--- src/rtl/cpu_pkg.sv ---
// cpu_pkg: shared types and encodings for the instruction decoder and control FSM.
package cpu_pkg;

   typedef enum logic [2:0] {
      S_WAIT, S_DECODE, S_GET_A, S_GET_B, S_LOAD_B, S_EXEC, S_WB, S_WR_IMM
   } state_e;

   typedef enum logic [2:0] {
      C_UNDEF, C_MOV_IMM, C_MOV_REG, C_ADD, C_CMP, C_AND, C_MVN
   } iclass_e;

   localparam logic [2:0] OPC_MOV = 3'b110;
   localparam logic [2:0] OPC_ALU = 3'b101;

   localparam logic [1:0] OP_MOV_IMM = 2'b10;
   localparam logic [1:0] OP_MOV_REG = 2'b00;
   localparam logic [1:0] OP_ADD     = 2'b00;
   localparam logic [1:0] OP_CMP     = 2'b01;
   localparam logic [1:0] OP_AND     = 2'b10;
   localparam logic [1:0] OP_MVN     = 2'b11;

   localparam logic [1:0] VSEL_C    = 2'b00;
   localparam logic [1:0] VSEL_IMM8 = 2'b01;

   typedef struct packed {
      iclass_e     cls;
      logic [2:0]  rn;
      logic [2:0]  rd;
      logic [2:0]  rm;
      logic [1:0]  sh;
      logic [1:0]  op;
      logic [15:0] sximm8;
      logic [15:0] sximm5;
   } dec_t;

endpackage

--- src/rtl/instr_dec.sv ---
// instr_dec: field extraction, sign extension and instruction-class decode of the IR.
module instr_dec
   import cpu_pkg::*;
(
   input  logic [15:0] ir,
   output dec_t        dec
);

   logic [2:0] opc;
   logic [1:0] op;

   assign opc = ir[15:13];
   assign op  = ir[12:11];

   always_comb begin
      dec.rn     = ir[10:8];
      dec.rd     = ir[7:5];
      dec.sh     = ir[4:3];
      dec.rm     = ir[2:0];
      dec.op     = op;
      dec.sximm8 = {{8{ir[7]}}, ir[7:0]};
      dec.sximm5 = {{11{ir[4]}}, ir[4:0]};
      dec.cls    = (opc == OPC_ALU) ? ((op == OP_ADD) ? C_ADD :
                                       (op == OP_CMP) ? C_CMP :
                                       (op == OP_AND) ? C_AND : C_MVN) :
                   (opc == OPC_MOV && op == OP_MOV_IMM) ? C_MOV_IMM :
                   (opc == OPC_MOV && op == OP_MOV_REG) ? C_MOV_REG : C_UNDEF;
   end

endmodule

--- src/rtl/cpu_ctrl.sv ---
// cpu_ctrl: instruction register and Moore control FSM driving the register file and datapath.
module cpu_ctrl
   import cpu_pkg::*;
#(
   parameter int DW = 16,
   parameter int RW = 3
) (
   input  logic          clk,
   input  logic          reset,
   input  logic          s,
   input  logic          load,
   input  logic [DW-1:0] in,
   output logic          w,
   output logic [RW-1:0] readnum,
   output logic [RW-1:0] writenum,
   output logic          write,
   output logic [1:0]    vsel,
   output logic          loada,
   output logic          loadb,
   output logic          loadc,
   output logic          loads,
   output logic          asel,
   output logic          bsel,
   output logic [1:0]    shift,
   output logic [1:0]    ALUop,
   output logic [DW-1:0] sximm8,
   output logic [DW-1:0] sximm5
);

   state_e        state_q, state_d;
   logic [DW-1:0] ir_q, ir_d;
   dec_t          dec;
   logic          uses_a;

   instr_dec u_dec (.ir(ir_q), .dec(dec));

   assign uses_a = dec.cls inside {C_ADD, C_CMP, C_AND};
   assign sximm8 = dec.sximm8;
   assign sximm5 = dec.sximm5;
   assign shift  = (dec.cls == C_MOV_IMM) ? 2'b00 : dec.sh;
   assign ALUop  = (dec.cls == C_MOV_REG) ? OP_ADD : dec.op;

   always_ff @(posedge clk) begin
      if (reset) begin
         state_q <= S_WAIT;
         ir_q    <= '0;
      end else begin
         state_q <= state_d;
         ir_q    <= ir_d;
      end
   end

   // Read index stays on Rm through LOAD_B because the register file output lags readnum by a cycle.
   always_comb begin
      ir_d     = (state_q == S_WAIT && load) ? in : ir_q;
      state_d  = state_q;
      w        = 1'b0;
      readnum  = '0;
      writenum = '0;
      write    = 1'b0;
      vsel     = VSEL_C;
      loada    = 1'b0;
      loadb    = 1'b0;
      loadc    = 1'b0;
      loads    = 1'b0;
      asel     = 1'b0;
      bsel     = 1'b0;
      case (state_q)
         S_WAIT: begin
            w       = 1'b1;
            state_d = s ? S_DECODE : S_WAIT;
         end
         S_DECODE: state_d = (dec.cls == C_MOV_IMM) ? S_WR_IMM :
                             uses_a ? S_GET_A :
                             (dec.cls inside {C_MOV_REG, C_MVN}) ? S_GET_B : S_WAIT;
         S_GET_A: begin
            readnum = dec.rn;
            state_d = S_GET_B;
         end
         S_GET_B: begin
            readnum = dec.rm;
            loada   = uses_a;
            state_d = S_LOAD_B;
         end
         S_LOAD_B: begin
            readnum = dec.rm;
            loadb   = 1'b1;
            state_d = S_EXEC;
         end
         S_EXEC: begin
            asel    = dec.cls == C_MOV_REG;
            loads   = dec.cls == C_CMP;
            loadc   = dec.cls != C_CMP;
            state_d = (dec.cls == C_CMP) ? S_WAIT : S_WB;
         end
         S_WB: begin
            write    = 1'b1;
            writenum = dec.rd;
            vsel     = VSEL_C;
            state_d  = S_WAIT;
         end
         S_WR_IMM: begin
            write    = 1'b1;
            writenum = dec.rn;
            vsel     = VSEL_IMM8;
            state_d  = S_WAIT;
         end
         default: state_d = S_WAIT;
      endcase
   end

endmodule

--- config.mk ---
export PLATFORM = sky130hd
export DESIGN_NAME = cpu_ctrl
export DESIGN_NICKNAME = d
export VERILOG_FILES = /design/src/rtl/cpu_pkg.sv /design/src/rtl/instr_dec.sv /design/src/rtl/cpu_ctrl.sv
export SDC_FILE = /design/constraint.sdc
export NUM_CORES = 1
export LEC_CHECK = 0
export BUFFER_PORTS_ARGS = -buffer_cell sky130_fd_sc_hd__buf_2
export CORE_MARGIN = 4
export CORE_UTILIZATION = 47
export CTS_BUF_LIST = sky130_fd_sc_hd__clkbuf_8
export DETAILED_ROUTE_END_ITERATION = 10
export GPL_ROUTABILITY_DRIVEN = 0
export PLACE_DENSITY = 0.92
export SETUP_SLACK_MARGIN = 0.15
export SLEW_MARGIN = 20
export SYNTH_ARGS = -nofsm -noshare
export SYNTH_HDL_FRONTEND = slang
export SYNTH_HIERARCHICAL = 1
export SYNTH_SLANG_ARGS = --single-unit
--- constraint.sdc ---
create_clock -name clk -period 2 [get_ports clk]
set_input_delay 0.3 -clock clk [delete_from_list [all_inputs] [get_ports clk]]
set_output_delay 0.3 -clock clk [all_outputs]
set_load 0.01 [all_outputs]
# --- Word-level counts from Yosys, hierarchy flattened ---
# Cells that the tools add are included.
op_classes:
  eq_ne: 18
  reduce_logical: 9
  mux: 24
op_table:
  columns: ["cell", "n"]
  rows:
  - ["== test 3 bit, second input constant", 9]
  - ["one-hot mux 3 bit (7 select lines)", 1]
  - ["two-way mux 3 bit", 6]
  - ["== test 3 x 2 -> 1 bit, second input constant", 4]
  - ["two-way mux 2 bit", 6]
  - ["one-hot mux 3 bit (2 select lines)", 2]
  - ["two-way mux 1 bit", 9]
  - ["== test 3 x 1 -> 1 bit, second input constant", 2]
  - ["OR reduction 2 bit", 2]
  - ["logical AND 1 bit", 3]
  - ["zero test 3 bit", 1]
  - ["!= test 3 bit, second input constant", 1]
  - ["nonzero test 3 bit", 1]
  - ["== test 2 x 1 -> 1 bit, second input constant", 1]
  - ["== test 2 bit, second input constant", 1]
  - ["zero test 2 bit", 1]
  - ["nonzero test 2 bit", 1]
word_totals:
  ff_bits: 19
  out_inout_bits: 52
  input_bits: 20

# --- Longest topological paths before layout ---
logic_depth:
  ltp_word: 11
  ltp_mapped: 8
  mapped_depth_nobuf: 8

# --- Cells and area by module ---
# Netlist, hierarchy kept.
by_module_without_submodules:
  columns: ["mod", "area_each_um2", "instances", "seq_area_each_um2", "cells_each"]
  rows:
  - ["cpu_ctrl", 1021.0, 1, 380.4, 132]
  - ["instr_dec", 431.7, 1, 0.0, 57]

# --- Worst setup path before layout ---
# Ideal clock, no wire load.
synth_timing:
  kind: "flip-flop to output port"
  start: "register ir_q[11]"
  end: "output port asel"
  path_slack_ps: 77
  required_ps: 1700
  arrival_time_ps: 1623
  path_stages_with_launch: 8
  path_buffers: 0
  cell_sequence: "dfxtp_1 -> inv_1 -> ha_1 -> nor4bb_1 -> o21a_1 -> nor2b_1 -> nor2b_1 -> nor2b_1"
synth_rtl:
  columns: ["item", "line", "rtl"]
  rows:
  - ["start, declared", "cpu_ctrl.sv:31", "logic [DW-1:0] ir_q, ir_d;"]
  - ["start signal, assigned", "cpu_ctrl.sv:49", "ir_q <= ir_d;"]
  - ["end, declared", "cpu_ctrl.sv:22", "output logic asel,"]

==> results.toml <==
[synthesis]
synth_area_leader_cell = "dfxtp_1"
most_common_flop_cell_mapped_by_yosys = "dfxtp_1"
post_synth_most_frequent_cells = "buf_4 (48), nand2_1 (35), dfxtp_1 (19), a21oi_1 (16), nor2b_1 (10)"
synth.top_cells.by_area = "dfxtp_1 (26%), buf_4 (25%), nand2_1 (9.0%), a21oi_1 (5.5%), nor2b_1 (4.3%)"
netlist_area_um2 = 1450
ys_async_sr_fraction_pct = 0
synth_simple_gate_area_share_pct = 25.5
yosys-mux-area-fraction_pct = 2.07
synth_top_family_by_area = "buffers and inverters"
synth_fa_ha_area_share_pct = 1.72
synth_top_cell_area_share_pct = 26.2
synth.distinct_cells = 36
syn_area_per_cell_um2 = 7.69
ys_seq_elements = 19
synth-seq-area-share_pct = 26.2
synth-edff-count = 0
post_synth_xor_area_fraction_pct = 0
synth_compound_area_share_pct = 14.4
yosysWarningCount = 6
synth_most_common_cell = "buf_4"
post_synthesis_cells = 189

[detailed_routing]
routed_wl_mm = 3.35
average_detailed_routed_wire_length_per_instance_um = 13.5
drt_iter0_drc = 41
drt_pre_antenna_iters = 4
post_drt_via_cell_ratio = 4.99
route.detailed.drc = 0
via_count = 1238
detail-route-antenna-nets = 0

[power_and_ir_drop]
p_per_area_nw_per_um2 = 604
p_int_uw = 680
sw_frac_of_total_pct = 32.6
vdd.ir_drop.worst_mv = 0.371
power_leakage_nw = 0.818
seqPwrFrac_pct = 45.6
comb_power_share_pct = 27.9
netSwitchingPower_uw = 328
power.share.clock_pct = 26.5

[sta]
skew_ns = 0.00190
final-setup-viol-count = 9
timing.slew.headroom_pct = 65.1
final.period_utilization_pct = 110
period_minus_slack_ns = 2.21
rsz0062_at_grt = "true"
final_max_slew_viol_count = 0
timing_hold_violations_final = 0
worst_slew_pin_slew_ns = 0.523
fmax_ghz = 0.453
final_hold_slack_ns = 0.272
setup_slack_ns = -0.210

[grt]
gr-usage-all-layers_pct = 16.1
grt_max_degree = 21
grt_util_met3_pct = 4.97
grt_first_pass_wirelength_mm = 5.32
grt_pass1_vias = 1177
grt_overflow_total = 0
groute.layer.met2.usage_pct = 29.9
grt_antenna_before_repair = 0
gr-max-usage-layer = "met2"
met1_demand_to_capacity_share_in_global_routing_pct = 18.1

[placement]
dpl.cell_count = 239
dp.final_hpwl_mm = 2.30
io_buffers = 69

[worst_setup_path]
worst_reg2reg_path_depth = 11
terminus_of_the_critical_flop_to_flop_path = "state_q[1]"
reg2reg_from = "ir_q[12]"
critical_path_data_required_time_ns = 1.70
cp.arrival_ns = 1.91
worst_setup_path_start_kind = "flop"
critical_path_class = "reg -> out"
critPathMaxFanout = 4
setup.worst_path.end_class = "primary output"
reg2reg_slack_ns = -0.10

[hold_path]
timing.hold.worst_endpoint = "ir_q[12]"
holdCritPathClass = "in -> reg"
min_from = "in[12]"
holdPathStages = 3

[floorplan]
pin_count = 72
floorplan_core_area_um2 = 2850
die_outline_width_um = 63.6
placement_rows = 19
die_area_um2 = 4040
die_y_um = 63.6
initial_cell_density_of_the_core_pct = 50.9

[clock_tree]
cts-root-to-sink-buffers = 2
cts.root.buffer_cell = "clkbuf_8"
clk-insertion-delay-late_ns = 0.25
cts_tree = "built"
clock_tree.htree_level_count = 1
cts_num_sinks = 19
cts-hold-fix-buffers = 0
path_clk_slew_ns = 0.07
cts_buffers = 3

[run_status]
violated_checks = "negative setup slack"
outcome = "finished, violations left"

[final_layout]
layoutNonFillerInstCount = 248
area_growth_syn_to_layout_pct = 14.8
diodes = 0
post_route_cells_drive_above_1_share_pct = 47.9
fillers = 249
final_nets = 240

[job]
maxCapViolations = 0
power groups by stage:
stage / Clock, mW / Sequential [mW] / Combinational (mW)
2_1_floorplan: 0 / 0.443 / 0.276
3_3_place_gp: 0 / 0.460 / 0.253
3_5_place_dp: 0 / 0.463 / 0.256
4_1_cts: 0.270 / 0.458 / 0.278
5_1_grt: 0.288 / 0.468 / 0.309
6_report: 0.267 / 0.459 / 0.281
per-stage QoR:
stage / setup TNS (ns) / utilization (%) / setup slack, ns / power [mW] / instance area [µm²]
2_1_floorplan: 0 / - / 0.158 / 0.719 / 1470
3_3_place_gp: 0 / 51.5 / 0.0605 / 0.713 / 1470
3_5_place_dp: -0.0393 / 51.5 / -0.0393 / 0.719 / 1470
4_1_cts: -1.13 / 57.0 / -0.184 / 1.01 / 1630
5_1_grt: -2.23 / 58.5 / -0.318 / 1.07 / 1670
6_report: -1.41 / 58.5 / -0.210 / 1.01 / 1670
critical path, cell delays in order, from the launching register on:
cell	delay [ns]
dfxtp_4	0.38
inv_4	0.04
ha_4	0.23
nor3b_2	0.19
o21a_1	0.23
nor2b_4	0.17
nor2b_4	0.16
nor2b_4	0.15
buf_6	0.10
flip-flops by register name (all words and copies together) (netlist names):
register and flops:
state_q 3, ir_q 16
routing by layer:
| layer | up-vias | wire [µm] |
|---|---|---|
| li1 | 638 | - |
| met1 | 565 | 1360 |
| met2 | 31 | 1770 |
| met3 | 4 | 198 |
| met4 | 0 | 24 |
| met5 | - | 0 |
cells in the final DEF (no fill, tap or decap), drive strengths merged, types with 3 or more instances in the layout:
cell / instances
o21ai: 4
clkbuf: 3
nor2: 6
nand2: 35
mux2i: 3
a21oi: 16
nor3b: 3
inv: 5
nor2b: 10
a22oi: 3
buf: 79
nor3: 3
o2bb2ai: 3
dfxtp: 19
cells by family (layout without fill, tap and decap cells):
logic type / count (synthesis) / count (layout)
adder cells (fa/ha/maj): 2 / 2
multiplexers: 3 / 3
AO/OA/AOI/OAI: 34 / 34
buffers and inverters: 60 / 87
other: 1 / 2
flip-flops: 19 / 19
AND/OR/NAND/NOR: 70 / 70
how the worst max path moves through the flow:
| stage | from | end | slack, ns |
|---|---|---|---|
| global route | ir_q[12] | shift[1] | -0.32 |
| detailed placement | ir_q[11] | asel | -0.04 |
| floorplan | ir_q[11] | asel | 0.16 |
| global placement | ir_q[11] | asel | 0.06 |
| CTS | ir_q[11] | asel | -0.18 |
| finish | ir_q[12] | asel | -0.21 |
what timing repair did:
action / in CTS / in global routing
pin swaps: 8 / 4
endpoints found under the setup margin: 12 / 14
gates cloned: 0 / 0
setup buffers: 3 / 2
resized for setup: 23 / 10
cell type report:
| cell class | count | area (µm²) | area share, % |
|---|---|---|---|
| clock buffers | 3 | 41.3 | 2.48 |
| clock inverters | 1 | 3.75 | 0.225 |
| inverters | 4 | 17.5 | 1.05 |
| multi-input cells | 111 | 738 | 44.3 |
| flip-flops and latches | 19 | 394 | 23.6 |
| well taps | 31 | 38.8 | 2.33 |
| repair buffers | 79 | 434 | 26.0 |
Power figures use the tool's default switching activity.
